**config.mk**
```make
export PLATFORM = sky130hd
export DESIGN_NAME = stream_xbar_arb
export DESIGN_NICKNAME = d
export VERILOG_FILES = /design/src/rtl/stream_xbar_arb.sv
export SDC_FILE = /design/constraint.sdc
export NUM_CORES = 1
export LEC_CHECK = 0
export BUFFER_PORTS_ARGS = -buffer_cell sky130_fd_sc_hd__buf_4
export CAP_MARGIN = 20
export CORE_MARGIN = 5
export CORE_UTILIZATION = 47
export DETAILED_ROUTE_END_ITERATION = 6
export PLACE_DENSITY = 0.79
export SLEW_MARGIN = 20
export SYNTH_ARGS = -nofsm -noshare
export SYNTH_HDL_FRONTEND = slang
export SYNTH_SLANG_ARGS = --single-unit
```
**constraint.sdc**
```tcl
create_clock -name clk_i -period 2.03 [get_ports clk_i]
set_input_delay 0.406 -clock clk_i [delete_from_list [all_inputs] [get_ports clk_i]]
set_output_delay 0.406 -clock clk_i [all_outputs]
set_load 0.02 [all_outputs]
```
**src/rtl/stream_xbar_arb.sv**
```systemverilog
// Per-output packet arbiter for a stream crossbar: round-robin grant per port,
// locked for a whole packet, with source ready derived from the live grants.
module stream_xbar_arb #(
  parameter int S_DATA_COUNT   = 2,
  parameter int M_DATA_COUNT   = 3,
  localparam int T_DEST_WIDTH  = (M_DATA_COUNT > 1) ? $clog2(M_DATA_COUNT) : 1
) (
  input  logic                                   clk_i,
  input  logic                                   rst_i,
  input  logic [S_DATA_COUNT-1:0]                s_valid_i,
  input  logic [S_DATA_COUNT-1:0]                s_last_i,
  input  logic [S_DATA_COUNT*T_DEST_WIDTH-1:0]   s_dest_i,
  input  logic [M_DATA_COUNT-1:0]                m_ready_i,
  output logic [M_DATA_COUNT*S_DATA_COUNT-1:0]   req_o,
  output logic [S_DATA_COUNT-1:0]                s_ready_o,
  output logic [S_DATA_COUNT-1:0]                dest_err_o
);

  localparam int OW = (S_DATA_COUNT > 1) ? $clog2(S_DATA_COUNT) : 1;

  typedef enum logic {IDLE, BUSY} state_t;

  state_t                  state_q [M_DATA_COUNT];
  state_t                  state_d [M_DATA_COUNT];
  logic [OW-1:0]           owner_q [M_DATA_COUNT];
  logic [OW-1:0]           owner_d [M_DATA_COUNT];
  logic [OW-1:0]           ptr_q   [M_DATA_COUNT];
  logic [OW-1:0]           ptr_d   [M_DATA_COUNT];
  logic [S_DATA_COUNT-1:0] cand    [M_DATA_COUNT];
  logic [T_DEST_WIDTH-1:0] dest    [S_DATA_COUNT];
  logic [S_DATA_COUNT-1:0] owned;
  logic [S_DATA_COUNT-1:0] bad_dest;
  logic [S_DATA_COUNT-1:0] dest_err_q;

  // Candidate sets: a source already holding some port is excluded everywhere.
  always_comb begin
    // NOTE: every comb output gets a default first, so no path leaves it unassigned (no latch).
    owned    = '0;
    bad_dest = '0;
    for (int s = 0; s < S_DATA_COUNT; s++) begin
      dest[s]     = s_dest_i[s*T_DEST_WIDTH +: T_DEST_WIDTH];
      bad_dest[s] = s_valid_i[s] && (int'(dest[s]) >= M_DATA_COUNT);
    end
    for (int p = 0; p < M_DATA_COUNT; p++) begin
      for (int s = 0; s < S_DATA_COUNT; s++) begin
        if (state_q[p] == BUSY && owner_q[p] == OW'(s)) owned[s] = 1'b1;
      end
    end
    for (int p = 0; p < M_DATA_COUNT; p++) begin
      for (int s = 0; s < S_DATA_COUNT; s++) begin
        cand[p][s] = s_valid_i[s] && (dest[s] == T_DEST_WIDTH'(p)) && !owned[s];
      end
    end
  end

  // Next-state: IDLE picks the first candidate at or after the pointer.
  always_comb begin
    logic found;
    int   idx;
    found = 1'b0;
    idx   = 0;
    for (int p = 0; p < M_DATA_COUNT; p++) begin
      state_d[p] = state_q[p];
      owner_d[p] = owner_q[p];
      ptr_d[p]   = ptr_q[p];
      found      = 1'b0;
      case (state_q[p])
        IDLE: begin
          for (int i = 0; i < S_DATA_COUNT; i++) begin
            idx = (int'(ptr_q[p]) + i) % S_DATA_COUNT;
            if (!found && cand[p][idx]) begin
              found      = 1'b1;
              owner_d[p] = OW'(idx);
            end
          end
          if (found) state_d[p] = BUSY;
        end
        BUSY: begin
          // Only a completed handshake of the last beat releases the port.
          if (s_valid_i[owner_q[p]] && m_ready_i[p] && s_last_i[owner_q[p]]) begin
            state_d[p] = IDLE;
            ptr_d[p]   = OW'((int'(owner_q[p]) + 1) % S_DATA_COUNT);
          end
        end
        default: state_d[p] = IDLE;
      endcase
    end
  end

  // Outputs come only from registered grants plus slave ready.
  always_comb begin
    req_o     = '0;
    s_ready_o = '0;
    for (int p = 0; p < M_DATA_COUNT; p++) begin
      if (state_q[p] == BUSY) begin
        req_o[p*S_DATA_COUNT + int'(owner_q[p])] = 1'b1;
        s_ready_o[owner_q[p]] = s_ready_o[owner_q[p]] | m_ready_i[p];
      end
    end
  end

  always_ff @(posedge clk_i) begin
    if (rst_i) begin
      // NOTE: owner/pointer arrays are reset too: pointers must restart at 0 for fairness order.
      for (int p = 0; p < M_DATA_COUNT; p++) begin
        state_q[p] <= IDLE;
        owner_q[p] <= '0;
        ptr_q[p]   <= '0;
      end
      dest_err_q <= '0;
    end else begin
      // NOTE: state uses non-blocking assignments so every register samples pre-edge values.
      for (int p = 0; p < M_DATA_COUNT; p++) begin
        state_q[p] <= state_d[p];
        owner_q[p] <= owner_d[p];
        ptr_q[p]   <= ptr_d[p];
      end
      dest_err_q <= dest_err_q | bad_dest;
    end
  end

  assign dest_err_o = dest_err_q;

endmodule

```
Word-level counts from Yosys, hierarchy flattened
Memory sizes are Yosys's and may differ from the RTL's.
Cells that the tools add are included.

storage, ports and cells
  bits in registers = 2
  bits in writable memories = 9
  bits of input ports = 13
  output and inout bits = 10
  memories = 3

memories
  name     words  width  rd ports  clocked after memory_dff  wr ports  line  RTL
  owner_q  3      1      3         0                         3         25    logic [OW-1:0] owner_q [M_DATA_COUNT];
  ptr_q    3      1      3         0                         3         27    logic [OW-1:0] ptr_q [M_DATA_COUNT];
  state_q  3      1      3         0                         3         23    state_t state_q [M_DATA_COUNT];

operators by class
  add/sub/neg operators = 8
  order comparisons = 20
  eq/ne operators = 4
  muxes and demuxes = 106
  bitwise logic cells = 25
  reduce and logical (&&, ||, !) cells = 42

operator list
  operator                                                     number
  2-to-1 mux 1 bit                                             89
  logical AND 1 bit                                            35
  less-than comparator 1 x 2 -> 1 bit (second input constant)  6
  2-to-1 mux 6 bit                                             2
  bitwise OR 1 bit                                             12
  bitwise OR 6 bit                                             2
  less-than comparator 2 x 3 -> 1 bit (second input constant)  3
  2-to-1 mux 2 bit                                             4
  adder 1 bit (second input constant)                          6
  demux 1 bit (select 3 bit)                                   2
  NOT 1 bit                                                    6
  one-hot mux 1 bit (2 select lines)                           3
  zero test 1 bit                                              5
  adder 3 x 1 -> 4 bit (first input constant)                  1
  bitwise mux 2 bit                                            2
  demux 1 bit (select 1 bit)                                   4
  equality test 2 x 1 -> 1 bit (second input constant)         2
  equality test 2 bit (second input constant)                  2
  >= comparator 1 bit (second input constant)                  4
  >= comparator 2 bit (second input constant)                  2
  >= comparator 4 x 1 -> 1 bit (second input constant)         1
  zero test 2 bit                                              2
  less-than comparator 1 x 4 -> 1 bit (second input constant)  1
  less-than comparator 3 x 4 -> 1 bit (second input constant)  1
  6 further kinds                                              8

Logic depth before layout (Yosys ltp)
Gate-level depths: netlist (run 1).
An unclocked memory read counts as a cell.

  depth after elaboration = 19
  gate-level depth with buffers = 4
  depth with buffers taken out = 4

Worst setup path after synthesis (run 1)
OpenSTA, ideal clock, no wires.

  path type = register to output
  start point = mem state_q[0][1] in the netlist's numbering
  end point = out s_ready_o[0]
  data arrival time = 1.229 ns
  data required time = 1.624 ns
  slack = 0.395 ns
  cell stages (with the launch flop) = 4
  path buffers = 0
  path through = dfxtp_1 -> nor2b_1 -> a22oi_1 -> nand2_1

RTL lines
  element          line  RTL
  start, declared  23
  end, declared    15    output logic [S_DATA_COUNT-1:0] s_ready_o,

==> run summary, run 1 <==
outcome = finished clean
I/O pin cnt = 23
routed len/inst = 14.2 um
GR Overflow Total = 0
# rows = 13
Die Wd = 47.4 um
startpoint type of the worst setup path = register
post-route ant nets = 0
busiest metal layer after global routing = met2
cts hold-fix bufs = 0
largest net degree at the start of global routing = 12
first-pass GRT wire length = 2910 um
Hold Crit Start = m_ready_i[1]
crit path kind = register to output port
Syn. warnings = 0
Clock Path Buffers = 2
GRT Util Overall = 0.185
Mapped Avg Cell Area = 8.09 um2
RD Place Congestion = 0.802
CTS Buf Count = 3
R2R cell count = 4
Die H = 47.4 um
number of global-route vias before repair = 693
worst-skew pair later-pin latency = 260 ps
Crit Path Max Fanout = 8
Final Max Slew Viols = 0
Synth Register Bits = 11
core area = 0.00132 mm2
Worst-Margin Slew = 504 ps
FF-to-FF Start = state_q[0][0]$_SDFF_PP0_
DRC Markers = 0
max-cap violations = 0
Hold Path Class = input port to register
Layout area overhead = 31.5%
RSZ-0062 raised after global routing = no
Vias/cell = 6.02
hold path depth = 2
crit path DAT = 1450 ps
slew margin rel. = 0.661
sum of negative setup slack = 0 ps
share of layout cells above drive strength 1 = 0.292
DP HPWL = 1360 um
post-synth cell types = 29
Seq/Total Area, Yosys = 0.336
Setup violations, final = 0
worst setup path start = state_q[0][1]$_SDFF_PP0_
Final min period = 1860 ps
Worst IR Drop VDD = 359 uV
Mapped Cells = 81
post-layout net count = 120
Pleak = 0.358 nW
CTS tree = yes
filler instances = 118
port bufs = 22
Num Clock Sinks = 11
1st-iter DRT viols = 28
wirelength, routed = 1720 um
CP endpoint kind = output port
pre-CTS setup slack = 296 ps
syn nets = 94
first-pass iteration count of the detailed router = 4
commonest cells after routing, fill and taps aside = buf_4 (22), dfxtp_1 (11), nor2_1 (10)
Tcrit/Tclk final = 0.915
Worst EP required = 1620 ps
initial antenna violation count = 0
FMAX = 539 MHz
antenna cell count = 0
post-synthesis cell area = 656 um2
vias post-DR = 729
Fin. Hold Viols = 0
post-route setup slack = 173 ps
commonest non-fill, non-tap cell in the layout = buf_4
GR Util met2 = 0.299
M1 GR Usage = 0.237
die area = 0.00224 mm2
htree depth = 1
post-cts resize count = 0
pwr/cell area = 631 mW/mm2
GR Util met3 = 0.0268
Reg clk slew, reported paths = 60 ps
root buffer cell = clkbuf_4
clock skew = 1.50 ps
Setup Fix Bufs, Post-CTS = 0
Initial Util = 0.498
[sequential cells by signal (all words and copies together) (netlist names)]
name / count
state_q: 3
ptr_q: 3
dest_err_o: 2
owner_q: 3
[area by class of cell]
type	instances	area, um2	area share
flip-flops and latches	11	220	0.255
multi-input cells	66	420	0.488
clock buffers	4	26.3	0.0305
well taps	15	18.8	0.0218
inverters	3	11.3	0.0131
repair buffers	22	165	0.192
[kinds of logic after synthesis]
group | count (synthesis) | synth area share
compound gates | 22 | 0.229
mux | 3 | 0.0477
buf+inv | 4 | 0.0229
simple gates | 41 | 0.365
flops | 11 | 0.336
[through the flow]
step / hold slack [ps] / power, mW / util / instances / area (um2)
finish: 386 / 0.544 / 0.654 / 121 / 862
global route: 395 / 0.583 / 0.654 / 121 / 862
CTS: 373 / 0.549 / 0.654 / 121 / 862
detailed placement: 465 / 0.402 / 0.634 / 117 / 836
global placement: 452 / 0.400 / 0.634 / 117 / 836
floorplan: 445 / 0.340 / - / 81 / 656
[critical path, cell delays in order (launching register included)]
cell     delay [ps]
dfxtp_1         460
nor2b_1         370
a22oi_1         130
nand2_1         100
buf_4           140
[path summary, 6_finish.rpt]
path / endpoint / slack (ps)
worst max-delay path: s_ready_o[0] / 170
worst min-delay path: state_q[0][1]$_SDFF_PP0_ / 390
worst max register to register: owner_q[0][0]$_SDFFE_PP0P_ / 500
worst min register to register: owner_q[0][1]$_SDFFE_PP0P_ / 470
[report_power, final]
| group | total (mW) | switching [mW] | internal, mW | leakage, nW |
|---|---|---|---|---|
| Clock | 0.146 | 0.0698 | 0.0760 | 0.0150 |
| Sequential | 0.256 | 0.0219 | 0.235 | 0.0901 |
| Combinational | 0.142 | 0.0740 | 0.0680 | 0.253 |
[per-layer routing]
| layer | share of wire | up-vias |
|---|---|---|
| li1 | - | 354 |
| met3 | 0.094 | 4 |
| met5 | 0 | - |
| met2 | 0.46 | 33 |
| met4 | 0.013 | 0 |
| met1 | 0.44 | 338 |
[synth_stat cells]
cell type,n,area (um2)
a21oi_1,6,30.0
a22oi_1,2,15.0
a311oi_1,2,17.5
a31oi_1,4,25.0
a41oi_1,3,26.3
and2_1,4,25.0
and2_2,1,7.51
clkbuf_1,1,3.75
dfxtp_1,11,220
inv_1,3,11.3
mux2_2,1,11.3
mux2i_1,2,20.0
nand2_1,8,30.0
nand2b_1,2,12.5
nand3_1,3,15.0
nand3b_1,1,7.51
nor2_1,10,37.5
nor2b_1,3,18.8
nor3_1,1,5.00
nor3b_2,1,12.5
nor4_1,1,6.26
nor4_2,1,12.5
nor4b_1,1,8.76
o211ai_2,1,12.5
o21ai_1,3,15.0
o2bb2ai_1,1,8.76
or3_4,1,11.3
or3b_1,1,8.76
or4b_1,2,20.0
Power figures use the tool's default switching activity.
==> run 2: changes to the inputs <==
--- a/config.mk
+++ b/config.mk
@@ -5,10 +5,11 @@
 export SDC_FILE = /design/constraint.sdc
 export NUM_CORES = 1
 export LEC_CHECK = 0
+export ABC_AREA = 1
 export BUFFER_PORTS_ARGS = -buffer_cell sky130_fd_sc_hd__buf_4
 export CAP_MARGIN = 20
 export CORE_MARGIN = 5
-export CORE_UTILIZATION = 47
+export CORE_UTILIZATION = 48
 export DETAILED_ROUTE_END_ITERATION = 6
 export PLACE_DENSITY = 0.79
 export SLEW_MARGIN = 20
==> run summary, run 2 <==
sum of negative setup slack = 0 ps (unchanged)
GRT Util Overall = 0.168 (-0.0165)
total power = 0.548 mW (+0.65%)
commonest non-fill, non-tap cell in the layout = nand2_1
Primary FF master, synth = dfxtp_1
Seq/Total Area, Yosys = 0.303 (-0.0324)
CP endpoint kind = output port
Final min period = 1630 ps (-229 ps)
register area = 220 um2 (unchanged)
root buffer cell = clkbuf_4
FF-to-FF Start = owner_q[0][1]$_SDFFE_PP0P_
crit path DAT = 1220 ps (-230 ps)
Initial Util = 0.493 (-0.00443)
Pleak = 0.513 nW (+43%)
post-synthesis cell area = 726 um2 (+11%)
Die H = 48.9 um (+3.2%)
RSZ-0062 raised after global routing = no
worst setup path start = state_q[0][1]$_SDFF_PP0_
pwr/cell area = 585 mW/mm2 (-7.4%)
commonest cells after routing, fill and taps aside = nand2_1 (25), inv_1 (24), buf_4 (22)
vias post-DR = 786 (+7.8%)
Worst IR Drop VDD = 368 uV (+2.7%)
filler instances = 154 (+31%)
Util after Layout = 0.637 (-0.0174)
Worst EP required = 1620 ps (about the same)
DP HPWL = 1530 um (+12%)
Reg clk slew, reported paths = 70 ps (about the same)
xor-xnor portion of the synthesized cell area = 0 (unchanged)
share of layout cells above drive strength 1 = 0.295 (+0.00251)
post-synth cell types = 16 (-45%)
Setup Fix Bufs, Post-CTS = 0 (unchanged)
htree depth = 1 (unchanged)
first-pass iteration count of the detailed router = 4 (unchanged)
Post-synth EDFFs = 0 (unchanged)
Inst Count DP = 151 (+29%)
number of global-route vias before repair = 803 (+16%)
post-route ant nets = 0 (unchanged)
slew margin rel. = 0.710 (+0.0499)
antenna cell count = 0 (unchanged)
max-cap violations = 0 (unchanged)
post-layout net count = 153 (+28%)
Finished Layout Cells = 155 (+28%)
RD Place Congestion = 0.851 (+6.2%)
Vias/cell = 5.07 (-16%)
Syn. warnings = 0 (unchanged)
FMAX = 614 MHz (+14%)
multiplexer share of the synthesized area = 0 (-0.0477)
clock skew = 5.37 ps (+3.88 ps)
Final Max Slew Viols = 0 (unchanged)
Die Wd = 48.9 um (+3.2%)
ys async rst share = 0 (unchanged)
hold path depth = 2 (unchanged)
worst-skew pair later-pin latency = 280 ps (+20 ps)
CTS tree = yes
outcome = finished clean
wirelength, routed = 1840 um (+6.6%)
post-synthesis compound-gate area fraction = 0.126 (-0.103)
Hold Crit Start = rst_i
routed len/inst = 11.8 um (-17%)
Mapped Cells = 113 (+40%)
I/O pin cnt = 23 (unchanged)
Setup violations, final = 0 (unchanged)
largest net degree at the start of global routing = 8 (-4)
largest area contributor in the netlist = dfxtp_1
syn nets = 126 (+34%)
CTS Buf Count = 3 (unchanged)
Fin. Hold Viols = 0 (unchanged)
initial antenna violation count = 0 (unchanged)
GR Overflow Total = 0 (unchanged)
cts hold-fix bufs = 0 (unchanged)
DRC Markers = 0 (unchanged)
first-pass GRT wire length = 3240 um (+11%)
Synth Register Bits = 11 (unchanged)
R2R cell count = 7 (+3)
1st-iter DRT viols = 20 (-29%)
largest family of logic cells by synthesized area = simple AND/OR/NAND/NOR gates
post-synth top area share = 0.303 (-0.0324)
top-count cell post-synth = nand2_1
Worst-Margin Slew = 431 ps (-73.5 ps)
die area = 0.00239 mm2 (+6.6%)
Crit Path Max Fanout = 6 (-2)
Layout area overhead = 29.1%
Synth area leaders = dfxtp_1 (30%), nand2_1 (13%), inv_1 (12%)
Simple-Gate Fraction of Synth Area = 0.431 (+0.0665)
port bufs = 22 (unchanged)
Clock Path Buffers = 2 (unchanged)
# rows = 14 (+1)
Tcrit/Tclk final = 0.802 (-0.113)
post-cts resize count = 0 (unchanged)
Mapped Avg Cell Area = 6.42 um2 (-21%)
Synth top cells by count = nand2_1 (25), inv_1 (24), nand3_1 (12), dfxtp_1 (11)
Synth Area in Adders = 0 (unchanged)
area of the multi-input gates = 404 um2 (-3.9%)
startpoint type of the worst setup path = register
core area = 0.00147 mm2 (+12%)
largest registers = owner_q x3, ptr_q x3, state_q x3
crit path kind = register to output port
Num Clock Sinks = 11 (unchanged)
Hold Path Class = input port to register
[run 2: cell types whose count changed after synthesis, sizes merged, moves of 3 or more]
cell	previous run	this run
a31oi	4	0
and2	5	0
nor2	10	5
nor3	1	5
nand3	3	16
nor2b	3	0
inv	3	27
nand2	8	31
a41oi	3	0
[run 2: kinds of logic after synthesis]
| logic type | after synthesis |
|---|---|
| compound gates | 15 |
| simple gates | 60 |
| buf+inv | 27 |
| flops | 11 |
[run 2: through the flow]
stage	cell area (um2)	worst slack, ps	hold slack, ps
after floorplan	726	677	428
after detailed placement	911	702	456
after global routing	937	297	340
after CTS	937	400	347
after global placement	911	725	450
final	937	402	349
[run 2: path summary, 6_finish.rpt]
path | slack (ps) | end
worst max-delay path | 400 | s_ready_o[1]
worst min-delay path | 350 | owner_q[0][2]$_SDFFE_PP0P_
worst max register to register | 840 | owner_q[0][0]$_SDFFE_PP0P_
worst min register to register | 470 | dest_err_o[0]$_SDFF_PP0_
[run 2: per-layer routing]
metal / share of wire / track usage / vias to the layer above
met2: 0.47 / 0.287 / 29
li1: - / - / 411
met4: 0.019 / 0.0673 / 0
met5: 0 / 0 / -
met3: 0.075 / 0.0673 / 5
met1: 0.43 / 0.182 / 341
[run 2: report_power, final]
part	internal, mW	switching (mW)
clock network	0.0763	0.0787
registers	0.228	0.0136
logic	0.0616	0.0899
[run 2: layout make-up]
cell class,instances,share of cell area
Multi-Input combinational cell,75,0.431
Sequential cell,11,0.235
Timing Repair Buffer,22,0.176
Inverter,27,0.108
Clock buffer,4,0.0280
Tap cell,16,0.0214
[run 2: worst max-delay path, stage by stage (launching register included)]
cell and delay [ps]:
dfxtp_1 450, nand2_1 150, o211ai_1 180, buf_4 170
